<file path="src/rtl/game_timer.sv">
// Countdown game timer: loads a per-mode second count, ticks it down once per
// TICKS_PER_SEC enabled cycles and pulses Timeout on expiry. GAME_TIMER_BCD_EN adds BCD digit outputs.
module game_timer #(
  parameter int unsigned TICKS_PER_SEC = 50000000,
  parameter int unsigned MODE0_SEC     = 60,
  parameter int unsigned MODE1_SEC     = 45,
  parameter int unsigned MODE2_SEC     = 30,
  parameter int unsigned MODE3_SEC     = 15
) (
  input  logic       clk,
  input  logic       rst,
  input  logic       ReconfigTimer,
  input  logic       enable,
  input  logic [1:0] mode,
  output logic       Timeout,
  output logic [6:0] SecLeft,
`ifdef GAME_TIMER_BCD_EN
  output logic [3:0] SecTens,
  output logic [3:0] SecOnes,
`endif
  output logic       Expired
);

  localparam int unsigned PW = $clog2(TICKS_PER_SEC);

  typedef enum logic [1:0] {
    S_IDLE    = 2'd0,
    S_LOADED  = 2'd1,
    S_EXPIRED = 2'd2
  } state_e;

  state_e          state_q, state_d;
  logic [6:0]      sec_q, sec_d;
  logic [PW-1:0]   presc_q, presc_d;
  logic            timeout_q, timeout_d;
  // Set by a zero-second load so Timeout fires one cycle after the load edge.
  logic            zero_pend_q, zero_pend_d;

  function automatic logic [6:0] load_sec(input logic [1:0] m);
    case (m)
      2'd0:    return 7'(MODE0_SEC);
      2'd1:    return 7'(MODE1_SEC);
      2'd2:    return 7'(MODE2_SEC);
      default: return 7'(MODE3_SEC);
    endcase
  endfunction

`ifdef GAME_TIMER_BCD_EN
  logic [3:0] tens_q, tens_d, ones_q, ones_d;

  function automatic logic [7:0] load_bcd(input logic [1:0] m);
    case (m)
      2'd0:    return {4'(MODE0_SEC / 10), 4'(MODE0_SEC % 10)};
      2'd1:    return {4'(MODE1_SEC / 10), 4'(MODE1_SEC % 10)};
      2'd2:    return {4'(MODE2_SEC / 10), 4'(MODE2_SEC % 10)};
      default: return {4'(MODE3_SEC / 10), 4'(MODE3_SEC % 10)};
    endcase
  endfunction
`endif

  always_comb begin
    // NOTE: every signal gets a default first so no path leaves one unassigned,
    // which would otherwise infer a latch.
    state_d     = state_q;
    sec_d       = sec_q;
    presc_d     = presc_q;
    timeout_d   = 1'b0;
    zero_pend_d = 1'b0;
`ifdef GAME_TIMER_BCD_EN
    tens_d      = tens_q;
    ones_d      = ones_q;
`endif
    if (ReconfigTimer) begin
      // A load wins over any wrap on the same edge, so no Timeout is raised here.
      sec_d       = load_sec(mode);
      presc_d     = '0;
      zero_pend_d = (load_sec(mode) == 7'd0);
      state_d     = (load_sec(mode) == 7'd0) ? S_EXPIRED : S_LOADED;
`ifdef GAME_TIMER_BCD_EN
      {tens_d, ones_d} = load_bcd(mode);
`endif
    end else begin
      case (state_q)
        S_LOADED: begin
          if (enable) begin
            if (presc_q == PW'(TICKS_PER_SEC - 1)) begin
              presc_d = '0;
              sec_d   = sec_q - 7'd1;
`ifdef GAME_TIMER_BCD_EN
              if (ones_q == 4'd0) begin
                ones_d = 4'd9;
                tens_d = tens_q - 4'd1;
              end else begin
                ones_d = ones_q - 4'd1;
              end
`endif
              if (sec_q == 7'd1) begin
                state_d   = S_EXPIRED;
                timeout_d = 1'b1;
              end
            end else begin
              presc_d = presc_q + PW'(1);
            end
          end
        end
        S_EXPIRED: timeout_d = zero_pend_q;
        default:   ;
      endcase
    end
  end

  // NOTE: sequential state uses non-blocking assignments only, so every flop
  // samples the pre-edge value of every other flop.
  always_ff @(posedge clk) begin
    if (rst) begin
      state_q     <= S_IDLE;
      sec_q       <= '0;
      presc_q     <= '0;
      timeout_q   <= 1'b0;
      zero_pend_q <= 1'b0;
`ifdef GAME_TIMER_BCD_EN
      tens_q      <= '0;
      ones_q      <= '0;
`endif
    end else begin
      state_q     <= state_d;
      sec_q       <= sec_d;
      presc_q     <= presc_d;
      timeout_q   <= timeout_d;
      zero_pend_q <= zero_pend_d;
`ifdef GAME_TIMER_BCD_EN
      tens_q      <= tens_d;
      ones_q      <= ones_d;
`endif
    end
  end

  assign Timeout = timeout_q;
  assign SecLeft = sec_q;
  assign Expired = (state_q == S_EXPIRED);
`ifdef GAME_TIMER_BCD_EN
  assign SecTens = tens_q;
  assign SecOnes = ones_q;
`endif

endmodule

</file>
<file path="config.mk">
export PLATFORM = sky130hd
export DESIGN_NAME = game_timer
export DESIGN_NICKNAME = d
export VERILOG_FILES = /design/src/rtl/game_timer.sv
export SDC_FILE = /design/constraint.sdc
export NUM_CORES = 1
export LEC_CHECK = 0
export CAP_MARGIN = 20
export CORE_MARGIN = 1
export CORE_UTILIZATION = 57
export CTS_CLUSTER_DIAMETER = 80
export DETAILED_ROUTE_END_ITERATION = 7
export PLACE_DENSITY_LB_ADDON = 0.1
export SETUP_SLACK_MARGIN = 0.15
export SLEW_MARGIN = 20
export SYNTH_ARGS = -nofsm -noshare
export SYNTH_HDL_FRONTEND = slang
export SYNTH_SLANG_ARGS = --single-unit
</file>
<file path="constraint.sdc">
create_clock -name clk -period 1.9 [get_ports clk]
set_input_delay 0.57 -clock clk [delete_from_list [all_inputs] [get_ports clk]]
set_output_delay 0.57 -clock clk [all_outputs]
set_load 0.05 [all_outputs]
</file>
==> Word level (Yosys, flattened, before mapping) <==
Cells that the tools add are included.
{ "totals": {"inputBits": 6, "output_inout_bits": 9, "ff_bits": 37, "word_cells": 42} }
{ "classes": {"n_eq_ne": 6, "n_reduce_logical": 11, "n_bitwise": 1, "n_addsub": 2, "n_mux": 17} }
{ "ops": {"columns": ["cell", "count"], "rows": [
  ["two-way mux 7 bit", 5],
  ["adder 26 x 1 -> 26 bit (second input constant)", 1],
  ["equality test 26 bit (second input constant)", 1],
  ["two-way mux 26 bit", 1],
  ["one-hot mux 6 bit (3 select lines)", 1],
  ["two-way mux 2 bit", 6],
  ["nonzero test 2 bit", 4],
  ["equality test 7 x 1 -> 1 bit (second input constant)", 1],
  ["logical NOT 7 bit", 1],
  ["subtractor 7 x 1 -> 7 bit (second input constant)", 1],
  ["equality test 2 x 1 -> 1 bit (second input constant)", 2],
  ["equality test 2 bit (second input constant)", 2],
  ["AND reduction 4 bit", 1],
  ["OR reduction 2 bit", 2],
  ["two-way mux 1 bit", 3],
  ["AND reduction 3 bit", 1],
  ["logical NOT 2 bit", 1],
  ["one-hot mux 1 bit (2 select lines)", 1],
  ["AND reduction 2 bit", 1],
  ["NOT 1 bit", 1]
]} }

==> Depth between registers and ports, before layout <==
{ "logic_depth": {"ltp_word": 6, "ltp_mapped": 8} }

==> Worst setup path after synthesis <==
OpenSTA, ideal clock, no wires.
{ "synth_path": {"kind": "input-to-reg", "start": "input port enable", "end": "register sec_q[1], in the netlist SecLeft[1]", "path_stages": 6, "arrival_ns": 1.644, "setup_slack_ns": 0.181, "cell_sequence": "and4b_2 nand4_4 nor2_4 buf_6 mux2_2 o22ai_1"} }
{ "synth_via": {"elab_chain_len": 2} }
{ "synth_lines": {"columns": ["element", "line", "text"], "rows": [
  ["start, declared", "13", "input logic enable,"],
  ["nonzero test 2 bit (no line)", null, null],
  ["AND reduction 3 bit (no line)", null, null],
  ["end signal, assigned", "117", "sec_q <= '0;"],
  ["end signal, assigned", "127", "sec_q <= sec_d;"],
  ["end, declared", "33", "logic [6:0] sec_q, sec_d;"]
]} }
No other way between the ends.
A chain may end at the register's enable or synchronous reset.

==> Worst setup path in the final report <==
{ "layout_path": {"start": "register state_q[1]", "end": "output port Expired"} }
{ "layout_via": {"elab_chain_len": 1} }
{ "layout_lines": {"columns": ["element", "line", "text"], "rows": [
  ["start, declared", "32", "state_e state_q, state_d;"],
  ["start signal, assigned", "126", "state_q <= state_d;"],
  ["equality test 2 bit", "140", "assign Expired = (state_q == S_EXPIRED);"],
  ["end, declared", "21", "output logic Expired"]
]} }
No other way between the ends.

==> flow_results.org <==
** Outcome
- The flow ran to the end, and the final reports show no timing, DRC or antenna violations.

** Worst setup path
- The setup path with the least slack is of type reg2out.
- Category of the worst setup path capture point :: output port
- Startpoint type of the worst setup path :: register
- The critical path goes through nor2b_2, buf_12.
- Buffering stage count on the worst path with inverters included :: 1
- In this design, the stage delay of the slowest critical-path cell is 0.38 ns.
- Required time worst endpoint :: 1.33 ns
- Of all nets on the critical path, the largest fanout is 5.
- The slowest stage of the critical path belongs to the cell sky130_fd_sc_hd__dfxtp_1.
- Grouping stages by cell kind, the critical path spends the most delay in flip-flops.
- Arrival time of the worst setup path :: 1.08 ns

** Clocking
- Deepest clock path buffer count :: 2
- Clock tree from TritonCTS :: done
- Setup bufs post-CTS :: 0
- Master cell of the clock root buffer :: sky130_fd_sc_hd__clkbuf_4
- Clock latency on the worst-skew pair :: 0.34 ns
- Maximum level of the CTS H-tree :: 2
- Clock Sink Count :: 36
- Clock-pin slew was measured on the worst setup and hold paths at 0.11 ns.
- Clock buffers created by TritonCTS :: 5
- Hold repair after CTS inserted 0 buffers.

** Finish
- Final cell utilization of the core :: 70.4%
- In the final layout, the multi-input gates occupy 0.00105 mm^2.
- Once layout is done, the placed cells without fillers occupy 0.00217 mm^2.
- Ratio of cells with drive above 1 in the final layout :: 24.5%
- In the final design database the tool counted 229 nets.
- The number of antenna diodes in the final layout is 0.
- Fin cells :: 264
- Filler Cell Count :: 257
- Layout-stage area growth over the synthesis result :: 17.1%
- Register cell area after layout :: 729 um^2

** Synth
- Syn Area/Cell :: 9.44 um^2
- Flip-flop and latch count after synthesis :: 36
- The number of nets in the synthesized netlist is 205.
- For this run, the leading register cell type out of synthesis is sky130_fd_sc_hd__dfxtp_1.
- The top cell type by area accounts for 38.9% of the synthesized area.
- Synthesis produced a netlist whose cell count is 196.
- After synthesis the cells add up to 0.00185 mm^2.
- The synthesized design contains 0 enable-type register cells.
- Post-synthesis cell type count :: 48
- Summing the sequential cell areas from Yosys gives 38.9% of the chip area.
- Yosys attributes the largest share of cell area to sky130_fd_sc_hd__dfxtp_1 39%, sky130_fd_sc_hd__xor2_1 7.6%, sky130_fd_sc_hd__nor2_1 5.9%.
- The Yosys step of the flow raised 0 warnings.
- Async set or reset register ratio after synthesis :: 0%
- sky130_fd_sc_hd__dfxtp_1 takes more of the synthesized area than any other cell.

** Power and ir drop
- Reg power frac :: 57.0%
- Summed over all nets, the switching power comes to 338 uW.
- Total power after layout :: 1.37 mW
- Net switching is 24.7% of the power.
- VDD sags by at most 0.000403 V.
- Internal power comes to 1.03 mW.
- Power per cell area :: 632 mW/mm^2
- Logic gate share of total power :: 9.7%
- Of the total power, the clock network draws 33.4%.
- Static leakage power :: 0.817 nW

** Timing
- Number of pins with negative max-slew slack in the final report :: 0
- In this run the tightest slew margin relative to its limit is 69.9%.
- Final setup violating endpoints :: 0
- In the finished design, the share of the clock period the worst path needs comes to 86.6%.
- Final setup slack of the worst path :: 0.254 ns
- The routed design could run at a clock period as short as 1.65 ns.
- Worst-case clock skew :: 0.00467 ns
- Static timing analysis puts the maximum clock frequency at 608 MHz.
- Worst slack on hold paths :: 0.511 ns
- Final count of hold timing violations :: 0
- At the pin with the least slew margin, the transition time is 0.446 ns.
- Setup repair after global routing could not meet its margin everywhere.
- Summed over all failing endpoints, the final setup total negative slack is 0 ns.

** Routing
- Dividing the detail-routed via count by the number of cells gives 5.54.
- Before antenna repair, the detailed router went through 4 iterations.
- Total number of vias :: 1463
- WL final :: 3.55 mm
- Violation count after the first detailed-routing iteration :: 72
- Antenna Violating Nets Remaining :: 0
- Post-route DRC :: 0
- Average detailed-routed wire length per instance :: 13.5 um

** Floorplanning
- The die covers 0.00348 mm^2.
- After floorplanning, the core was sized to cover 0.00308 mm^2.
- From bottom edge to top edge, the die measures 59.0 um.
- During I/O placement, the number of pins put on the boundary was 15.
- The initial utilization of the core area, before any placement, comes to 60.1%.
- In this run the core area contains 20 standard-cell rows.
- Overall die width :: 59.0 um

** Global routing
- Global-route total usage across every layer :: 24.6%
- Maximum number of pins on one net before global-route repair :: 25
- The number of antenna violations at the first check in global routing came to 0.
- The number of global-route vias before repair is 1395.
- The first global-routing pass estimated 6.31 mm of wire.
- The total overflow left after global routing is 0.

** Hold path
- Type of the worst min-delay path :: reg2reg

** Place
- Counting tap cells, the placed design contains a total of 257 instances.
- Once placement finished, the instance area stood at 0.00208 mm^2.
- Timing analysis after detailed placement gives a worst setup slack of -0.304 ns.
- The HPWL after detailed placement is 2.62 mm.
- Final GP Congestion :: 0.776
- During placement, the flow inserted port buffers numbering 14.

** Flow run
- Max cap viols :: 0
==> power groups by stage <==
stage,Combinational [mW],Clock [mW],Sequential [mW]
floorplan,0.0563,0,0.823
global placement,0.131,0,0.796
detailed placement,0.133,0,0.798
CTS,0.133,0.468,0.780
global route,0.143,0.495,0.782
finish,0.133,0.457,0.780
==> path summary, 6_finish.rpt <==
path                      startpoint                 endpoint  slack [ns]  depth (start not counted)
max          state_q[1]$_SDFFE_PP0P_                  Expired        0.25                          2
min          presc_q[1]$_SDFFE_PP0P_  presc_q[1]$_SDFFE_PP0P_        0.51                          2
max reg2reg  presc_q[0]$_SDFFE_PP0P_  SecLeft[1]$_SDFFE_PP0P_        0.26                          6
min reg2reg  presc_q[1]$_SDFFE_PP0P_  presc_q[1]$_SDFFE_PP0P_        0.51                          2
==> repair_timing <==
item / in CTS / in global routing
pin swaps: 4 / 4
gates resized for setup: 4 / 7
setup endpoints to repair: 32 / 32
==> logic make-up (layout without fill, tap and decap cells) <==
| group | after synthesis | after routing | synth area share (%) |
|---|---|---|---|
| simple gates | 104 | 104 | 35.9 |
| xor+xnor | 27 | 27 | 12.8 |
| fa+ha+maj | 3 | 3 | 2.03 |
| compound gates | 12 | 12 | 5.27 |
| flops | 36 | 36 | 38.9 |
| mux | 1 | 1 | 0.608 |
| buf+inv | 13 | 37 | 4.46 |
==> final cells by class <==
class	count	share of cell area (%)
inverter	4	0.693
multi-input combinational	147	48.5
sequential	36	33.7
timing repair buffer	26	11.6
tap	44	2.54
clock buffer	7	3.00
==> cells in the mapped netlist, types with 2 or more instances <==
| cell type | count |
|---|---|
| sky130_fd_sc_hd__and3b_1 | 2 |
| sky130_fd_sc_hd__buf_6 | 4 |
| sky130_fd_sc_hd__and2_1 | 5 |
| sky130_fd_sc_hd__a21oi_1 | 3 |
| sky130_fd_sc_hd__buf_2 | 3 |
| sky130_fd_sc_hd__and3_1 | 4 |
| sky130_fd_sc_hd__nor3_1 | 4 |
| sky130_fd_sc_hd__and4_1 | 4 |
| sky130_fd_sc_hd__xnor2_1 | 11 |
| sky130_fd_sc_hd__xor2_1 | 16 |
| sky130_fd_sc_hd__nor4_1 | 2 |
| sky130_fd_sc_hd__and4_2 | 2 |
| sky130_fd_sc_hd__ha_1 | 3 |
| sky130_fd_sc_hd__a211oi_1 | 2 |
| sky130_fd_sc_hd__nand2_1 | 11 |
| sky130_fd_sc_hd__and4b_1 | 2 |
| sky130_fd_sc_hd__dfxtp_1 | 36 |
| sky130_fd_sc_hd__and4b_2 | 2 |
| sky130_fd_sc_hd__nor4b_2 | 2 |
| sky130_fd_sc_hd__clkbuf_1 | 2 |
| sky130_fd_sc_hd__nand4_1 | 11 |
| sky130_fd_sc_hd__nor4b_1 | 2 |
| sky130_fd_sc_hd__nand3_1 | 6 |
| sky130_fd_sc_hd__nor2b_1 | 2 |
| sky130_fd_sc_hd__nor2_1 | 29 |
| sky130_fd_sc_hd__inv_1 | 4 |
==> placed cells by master (no fill, tap or decap), drive strengths merged, types with 6 or more instances in the layout <==
cell    instances
dfxtp          36
nor2           31
buf            21
xor2           16
nand4          12
nand2          11
xnor2          11
clkbuf          7
nand3           6
and4            6
==> registers in the layout, indices dropped and copies added (netlist names) <==
name / count
state_q: 2
SecLeft: 7
presc_q: 26
Timeout: 1
==> worst min-delay path, stage by stage, from the launching register on <==
cell and delay [ns]:
sky130_fd_sc_hd__dfxtp_2 0.36, sky130_fd_sc_hd__nand2_1 0.06, sky130_fd_sc_hd__a21oi_1 0.06
==> metal layers <==
metal  routed length, um  global-route usage (%)  vias to the layer above
met5                   0                       0                        -
met4                  63                    12.2                        0
met3                 135                    5.68                        6
met2                1760                    39.1                       24
met1                1590                    31.2                      697
li1                    -                       -                      736
Note: power is estimated with default switching activity, not from simulation.
